--- src/rtl/iob_fifo_t2p_ctrl.sv ---
// Purpose: push/pop FIFO control around an external two-port RAM (pointers, level, flags, read-valid).
// Latency: a pushed word is poppable the next cycle; popped data appears with r_valid one cycle after the pop.
// Backpressure: pushes are refused while w_full and pops while r_empty; refused requests set sticky error flags.
module iob_fifo_t2p_ctrl #(
    parameter int DATA_W = 8,
    parameter int ADDR_W = 4
) (
    input  logic              clk,
    input  logic              rst,
    input  logic              w_en,
    input  logic [DATA_W-1:0] w_data,
    output logic              w_full,
    input  logic              r_en,
    output logic [DATA_W-1:0] r_data,
    output logic              r_valid,
    output logic              r_empty,
    output logic [ADDR_W:0]   level,
    output logic              overflow,
    output logic              underflow,
    output logic              ext_mem_w_en,
    output logic [ADDR_W-1:0] ext_mem_w_addr,
    output logic [DATA_W-1:0] ext_mem_w_data,
    output logic              ext_mem_r_en,
    output logic [ADDR_W-1:0] ext_mem_r_addr,
    input  logic [DATA_W-1:0] ext_mem_r_data
);

    // Level value meaning "every RAM slot occupied".
    localparam logic [ADDR_W:0] FULL_LEVEL = {1'b1, {ADDR_W{1'b0}}};

    logic [ADDR_W-1:0] w_ptr;
    logic [ADDR_W-1:0] r_ptr;
    logic              push_ok;
    logic              pop_ok;

    // Flags come from the registered level only, so a same-cycle pop never
    // frees room for a push and a same-cycle push never feeds a pop.
    assign r_empty = (level == '0);
    assign w_full  = (level == FULL_LEVEL);

    assign push_ok = w_en & ~w_full & ~rst;
    assign pop_ok  = r_en & ~r_empty & ~rst;

    // RAM port drive: addresses and write data are always the live pointers/input;
    // only the enables are qualified by acceptance.
    assign ext_mem_w_en   = push_ok;
    assign ext_mem_w_addr = w_ptr;
    assign ext_mem_w_data = w_data;
    assign ext_mem_r_en   = pop_ok;
    assign ext_mem_r_addr = r_ptr;
    assign r_data         = ext_mem_r_data;

    // Pointer, occupancy, read-valid and sticky error state.
    always_ff @(posedge clk) begin
        if (rst) begin
            w_ptr     <= '0;
            r_ptr     <= '0;
            level     <= '0;
            r_valid   <= 1'b0;
            overflow  <= 1'b0;
            underflow <= 1'b0;
        end else begin
            if (push_ok) begin
                w_ptr <= w_ptr + 1'b1;
            end
            if (pop_ok) begin
                r_ptr <= r_ptr + 1'b1;
            end
            if (push_ok && !pop_ok) begin
                level <= level + 1'b1;
            end else if (pop_ok && !push_ok) begin
                level <= level - 1'b1;
            end
            // RAM output register loads on the accepted pop, so data is valid the cycle after.
            r_valid <= pop_ok;
            if (w_en && w_full) begin
                overflow <= 1'b1;
            end
            if (r_en && r_empty) begin
                underflow <= 1'b1;
            end
        end
    end

endmodule

--- config.mk ---
export PLATFORM = sky130hd
export DESIGN_NAME = iob_fifo_t2p_ctrl
export DESIGN_NICKNAME = d
export VERILOG_FILES = /design/src/rtl/iob_fifo_t2p_ctrl.sv
export SDC_FILE = /design/constraint.sdc
export NUM_CORES = 1
export LEC_CHECK = 0
export BUFFER_PORTS_ARGS = -buffer_cell sky130_fd_sc_hd__buf_2
export CORE_ASPECT_RATIO = 0.7
export CORE_MARGIN = 3
export CORE_UTILIZATION = 47
export CTS_BUF_LIST = sky130_fd_sc_hd__clkbuf_8
export DETAILED_ROUTE_END_ITERATION = 16
export GPL_TIMING_DRIVEN = 0
export HOLD_SLACK_MARGIN = 0.03
export PLACE_DENSITY = 0.82
export SLEW_MARGIN = 40
export SYNTH_ARGS = -nofsm -noshare
export SYNTH_HDL_FRONTEND = slang
export SYNTH_SLANG_ARGS = --single-unit
--- constraint.sdc ---
create_clock -name clk -period 5.1 [get_ports clk]
set_input_delay 0.255 -clock clk [delete_from_list [all_inputs] [get_ports clk]]
set_output_delay 0.255 -clock clk [all_outputs]
set_load 0.1 [all_outputs]
==> summary.md, run 1 <==
| Metric | Value |
|---|---|
| Status | finished clean |
| Synth Register Bits | 16 |
| Row count | 12 |
| Fin crit period | 3060 ps |
| Top_reg_cell synth | dfxtp_1 |
| CP delay by family, top | simple AND/OR/NAND/NOR gates |
| Cells along the critical path | or4_1, buf_6, o21a_4, nor2b_1, ha_1, inv_1, ha_1, a21oi_1, a211oi_1, a31oi_1, mux2_2 |
| Post-Synth Adder-Cell Area | 0.103 |
| Dominant cell by count in the synthesized netlist | nor2_1 |
| Die area | 2550 um2 |
| Library cells used by synthesis | 24 |
| Async set-or-reset flop fraction in the synthesized netlist | 0 |
| Clk_skew | 1.37 ps |
| Remaining antenna violation count after routing | 0 |
| Overall die height | 43.2 um |
| Pre-CTS WS | 2050 ps |
| Drt total wl | 2020 um |
| Met2 WL | 972 um |
| Compound-Gate Fraction of Synth Area | 0.126 |
| Post-synth EDFFs | 0 |
| First-pass GRT wire length | 3110 um |
| Vias post-DR | 814 |
| Post-CTS sizing | 0 |
| Cells after Synth | 103 |
| Port-buffer cells | 39 |
| Max_slew headroom | 0.673 |
| Max-slew violation count | 0 |
| Filler Cells Inserted | 149 |
| Area share of the largest cell type after synthesis | 0.345 |
| Hold buffers post-CTS | 0 |
| Largest family of logic cells by synthesized area | buffers and inverters |
| Top cells by count, synth | nor2_1 (22), buf_4 (16), dfxtp_1 (16) |
| Clock Sink Count | 16 |
| Slack of the critical path | 2040 ps |
| Clk buf depth | 2 |
| WP buf/inv | 2 |
| Syn_nets | 130 |
| TNS Setup | 0 ps |
| Largest net degree at the start of global routing | 11 |
| Max Cap Viol | 0 |
| Via density per instance | 4.87 |
| Peak Freq | 327 MHz |
| Fin. Hold Viols | 0 |
| Met3 wire length | 213 um |
| NumNets Final | 174 |
| Die width | 59.1 um |
| Total CTS buffers | 3 |
| Max Used Layer | met3 |
| Clock Pin Slew Worst Setup and Hold Paths | 60 ps |
| Number of global-route vias before repair | 710 |
| Required @ worst endpoint | 5240 ps |
| Area of the core | 1710 um2 |
| Finished Cell Area | 1200 um2 |
| Global placement routability congestion | 0.708 |
| Htree depth | 1 |
| Layout area overhead | 29.8% |
| RSZ-0062 raised after global routing | no |
| Arrival time at the worst endpoint | 3200 ps |
| Drt initial violations | 9 |
| Crit Path Category | flop to flop |
| Sequential share of the synthesized area | 0.345 |
| DRT met1 WL | 829 um |
| Gr ovfl total | 0 |
| Mapped Area | 927 um2 |
| Initial antenna violation count | 0 |
| Synth area leader | dfxtp_1 |
| Skew-Pair Late Insertion Delay | 250 ps |
| Max incr delay on CP | 550 ps |
| Worst-margin pin slew | 493 ps |
| Dpl cell area | 1150 um2 |
| Tot GR Track Use | 0.162 |
| Final setup fails | 0 |
| Type of origin of the critical path | flop |
| Starting utilization of the core area | 0.542 |
| Root Buffer | clkbuf_8 |
| Final HPWL DP | 1620 um |
| Hold Path Class | input pin to flop |
| CP Capture Type | flop |
| Synth warnings | 0 |
| Xor/xnor share of the synthesized area | 0.0756 |
| Final worst path period share | 0.600 |
| Antenna cells | 0 |
| Routed len/inst | 12.1 um |
| Simple-Gate Fraction of Synth Area | 0.140 |
| Post-synthesis mux area share | 0.0445 |
| Ranking of synthesized cells by area | dfxtp_1 (35%), buf_4 (13%), nor2_1 (8.9%) |
| Layout cells sized above 1 | 0.438 |
| Avg Inst Size Synth | 9.00 um2 |
| Drt first pass iters | 4 |
| Most frequent CP cell | ha_1 |
| Critical Path Slowest Stage Cell | or4_1 |
| DRC viols | 0 |
| CTS tree | built |
| Ports | 56 |
| Setup Buffers After CTS | 0 |
| Max FO, Critical Path | 8 |
## cell type report
cell class / count / area, um2 / share of cell area
multi-input cells: 64 / 453 / 0.376
flip-flops and latches: 16 / 320 / 0.266
repair buffers: 39 / 195 / 0.162
plain buffers: 20 / 143 / 0.119
clock buffers: 4 / 55.1 / 0.0457
well taps: 21 / 26.3 / 0.0218
inverters: 3 / 11.3 / 0.00936
## flip-flops by register name (all words and copies together), names as in the netlist
signal          flops
r_valid             1
level               5
underflow           1
ext_mem_r_addr      4
ext_mem_w_addr      4
overflow            1
## layer usage
layer	global-route usage	up-vias
met1	0.177	364
met4	0.0317	0
met2	0.286	36
met3	0.0729	0
li1	-	414
met5	0	-
## cell usage in the layout, fill, tap and decap left out
master    count
nand3_1       2
buf_2        39
nor2b_1       1
a211oi_1      1
a21oi_1       5
inv_1         3
nand2_1       1
clkbuf_8      4
buf_4        16
a21o_2        1
xor2_1        6
o21ai_4       1
o21a_4        1
dfxtp_1      16
xnor2_1       2
or4_1         2
ha_1          6
and3_1        2
nor2_1       22
fa_1          1
mux2_2        1
o211ai_1      5
clkbuf_1      3
mux2i_1       3
a31oi_1       1
buf_6         1
## cell families (layout without fill, tap and decap cells)
group | Yosys count | in the layout
simple gates | 30 | 30
buf+inv | 23 | 66
flops | 16 | 16
compound gates | 15 | 15
xor+xnor | 8 | 8
fa+ha+maj | 7 | 7
mux | 4 | 4
## metrics by stage
| step | utilization | hold WS, ps | instances |
|---|---|---|---|
| after CTS | 0.703 | 305 | 167 |
| after detailed placement | 0.671 | 464 | 163 |
| final | 0.703 | 307 | 167 |
| after global placement | 0.671 | 448 | 163 |
| after floorplan | - | 396 | 103 |
| after global routing | 0.703 | 318 | 167 |
## final timing paths
kind                                start        end  slack (ps)  cells past startpoint
worst min register to register  underflow  underflow         470                      2
worst max-delay path             level[0]   level[4]        2040                     11
worst max register to register   level[0]   level[4]        2040                     11
worst min-delay path                 w_en   overflow         310                      3
## tightest hold or removal path: stages
cell and delay (ps):
buf_2 120, a21oi_1 70, nor2_1 80
Power of run 1 is not shown: default switching activity piles up to over one toggle a cycle in this logic, so the estimate is an artifact.
==> run 2: changes to the inputs <==
Settings changed: CORE_UTILIZATION 47 to 40, PLACE_DENSITY 0.82 to 0.74.
Clock period 5.1 ns to 2.8 ns, I/O delays scaled along.
==> run 2 against run 1 <==
Wire length is 5.8% higher. First-iteration DRC count up 11%. Critical path depth decreased by 1. Die area up 15%. Hold slack got worse by 130 ps. Via count is 4.8% higher. Flip-flop and latch count did not move. Largest cell class unchanged.
==> summary.md, run 2 (same netlist as run 1, synthesis figures left out) <==
| Metric | Value |
|---|---|
| Vias post-DR | 853 (+4.8%) |
| Most frequent CP cell | ha_4 |
| Tot GR Track Use | 0.151 (-0.0106) |
| Skew-Pair Late Insertion Delay | 250 ps (about the same) |
| DRC viols | 0 (unchanged) |
| Fin crit period | 2690 ps (-365 ps) |
| Antenna cells | 0 (unchanged) |
| Clock Sink Count | 16 (unchanged) |
| Remaining antenna violation count after routing | 0 (unchanged) |
| Post-CTS sizing | 0 (unchanged) |
| Fin. Hold Viols | 0 (unchanged) |
| Final setup fails | 0 (unchanged) |
| Initial antenna violation count | 0 (unchanged) |
| Global placement routability congestion | 0.809 (+14%) |
| Max_slew headroom | 0.634 (-0.0394) |
| Die area | 2940 um2 (+15%) |
| Clk buf depth | 2 (unchanged) |
| Largest Register | level |
| Arrival time at the worst endpoint | 2840 ps (-360 ps) |
| Hold Path Class | input pin to flop |
| Drt first pass iters | 3 (-1) |
| Flop-to-flop setup slack | 110 ps (-1930 ps) |
| R2R Path End | level[4] |
| Starting utilization of the core area | 0.460 (-0.0820) |
| CTS tree | built |
| Commonest non-fill, non-tap cell in the layout | buf_2 |
| CP delay by family, top | simple AND/OR/NAND/NOR gates |
| Worst R2R Path Depth | 10 (-1) |
| CP Capture Type | flop |
| Total CTS buffers | 3 (unchanged) |
| Port-buffer cells | 39 (unchanged) |
| Cells along the critical path | or4_4, o21a_4, nor2b_4, ha_4, inv_4, ha_4, a21oi_2, a211oi_1, a31oi_1, mux2_2 |
| Final worst path period share | 0.962 (+0.362) |
| Routed len/inst | 12.0 um (-0.73%) |
| Layout cells sized above 1 | 0.554 (+0.116) |
| Max Cap Viol | 0 (unchanged) |
| Via density per instance | 4.79 (-1.7%) |
| Type of origin of the critical path | flop |
| Worst Hold Path Cells | 3 (unchanged) |
| Drt initial violations | 10 (+1) |
| First-pass GRT wire length | 3300 um (+6.2%) |
| Hold Slack | 176 ps (-131 ps) |
| HP Start | w_en |
| Required @ worst endpoint | 2940 ps (-2300 ps) |
| Hold buffers post-CTS | 0 (unchanged) |
| RSZ-0062 raised after global routing | no |
| Post-Route Utilization | 0.646 (-0.0568) |
| Clk_skew | 4.83 ps (+3.46 ps) |
| Peak Freq | 371 MHz (+14%) |
| Crit Path Category | flop to flop |
| Clock Pin Slew Worst Setup and Hold Paths | 60 ps (about the same) |
| Gr ovfl total | 0 (unchanged) |
| Area of the core | 2020 um2 (+18%) |
| Reg2reg start | level[3] |
| Max FO, Critical Path | 8 (unchanged) |
| Max incr delay on CP | 610 ps (+60 ps) |
| Commonest cells after routing, fill and taps aside | buf_2 (39), nor2_1 (21), buf_4 (20) |
| Worst hold path endpoint | overflow |
| Worst-margin pin slew | 549 ps (+55.8 ps) |
| Critical Path Slowest Stage Cell | or4_4 |
| Number of global-route vias before repair | 779 (+9.7%) |
| NumNets Final | 176 (+1.1%) |
| Status | finished clean |
| Drt total wl | 2130 um (+5.8%) |
| Largest net degree at the start of global routing | 11 (unchanged) |
| Max reg flops | 5 (unchanged) |
| WP buf/inv | 1 (-1) |
| Overall die height | 46.3 um (+7.2%) |
| Root Buffer | clkbuf_8 |
| Layout area overhead | 40.6% |
| Die width | 63.5 um (+7.5%) |
| Row count | 13 (+1) |
| Ports | 56 (unchanged) |
| Max-slew violation count | 0 (unchanged) |
| Htree depth | 1 (unchanged) |
-- run 2: cell types whose count changed in the layout (fill, tap and decap cells not counted), sizes merged --
cell    change
clkbuf      -1
buf         +3
-- run 2: metrics by stage --
step           instances  worst slack, ps  setup TNS, ps  area, um2
2_1_floorplan        103             -141           -156       1000
3_3_place_gp         172             75.7              0       1230
3_5_place_dp         172             42.4              0       1230
4_1_cts              176             29.2              0       1290
5_1_grt              178             3.99              0       1300
6_report             178              106              0       1300
-- run 2: tightest hold or removal path: cells and delay by family --
kind	cells	cell delay (ps)
buffers and inverters	1	120
and+or+nand+nor	1	70
AOI/OAI and AO/OA	1	60
-- run 2: final cells by class --
cell class,count,area [um2]
Sequential cell,16,337
Clock buffer,4,55.1
Multi-Input combinational cell,64,508
Fill cell,184,713
Buffer,18,128
Timing Repair Buffer,43,225
Inverter,3,13.8
Tap cell,30,37.5
-- run 2: how the worst max path moves through the flow --
stage | from | endpoint | cells past startpoint
after global placement | level[3] | level[4] | 12
after detailed placement | level[3] | level[4] | 12
after floorplan | level[3] | level[4] | 11
after CTS | level[3] | level[4] | 12
final | level[3] | level[4] | 10
after global routing | level[3] | level[4] | 11
-- run 2: per-layer routing --
| metal | global-route usage | wire (um) | vias to the layer above |
|---|---|---|---|
| li1 | - | - | 419 |
| met1 | 0.159 | 911 | 391 |
| met2 | 0.272 | 1010 | 41 |
| met3 | 0.0683 | 203 | 2 |
| met4 | 0.0601 | 10 | 0 |
| met5 | 0 | 0 | - |
-- run 2: what timing repair did --
action | 4_1_cts | 5_1_grt
endpoints found under the setup margin | 0 | 1
endpoints found under the hold margin | 0 | 0
buffers inserted | 0 | 4
Power of run 2 is left out for the same reason.
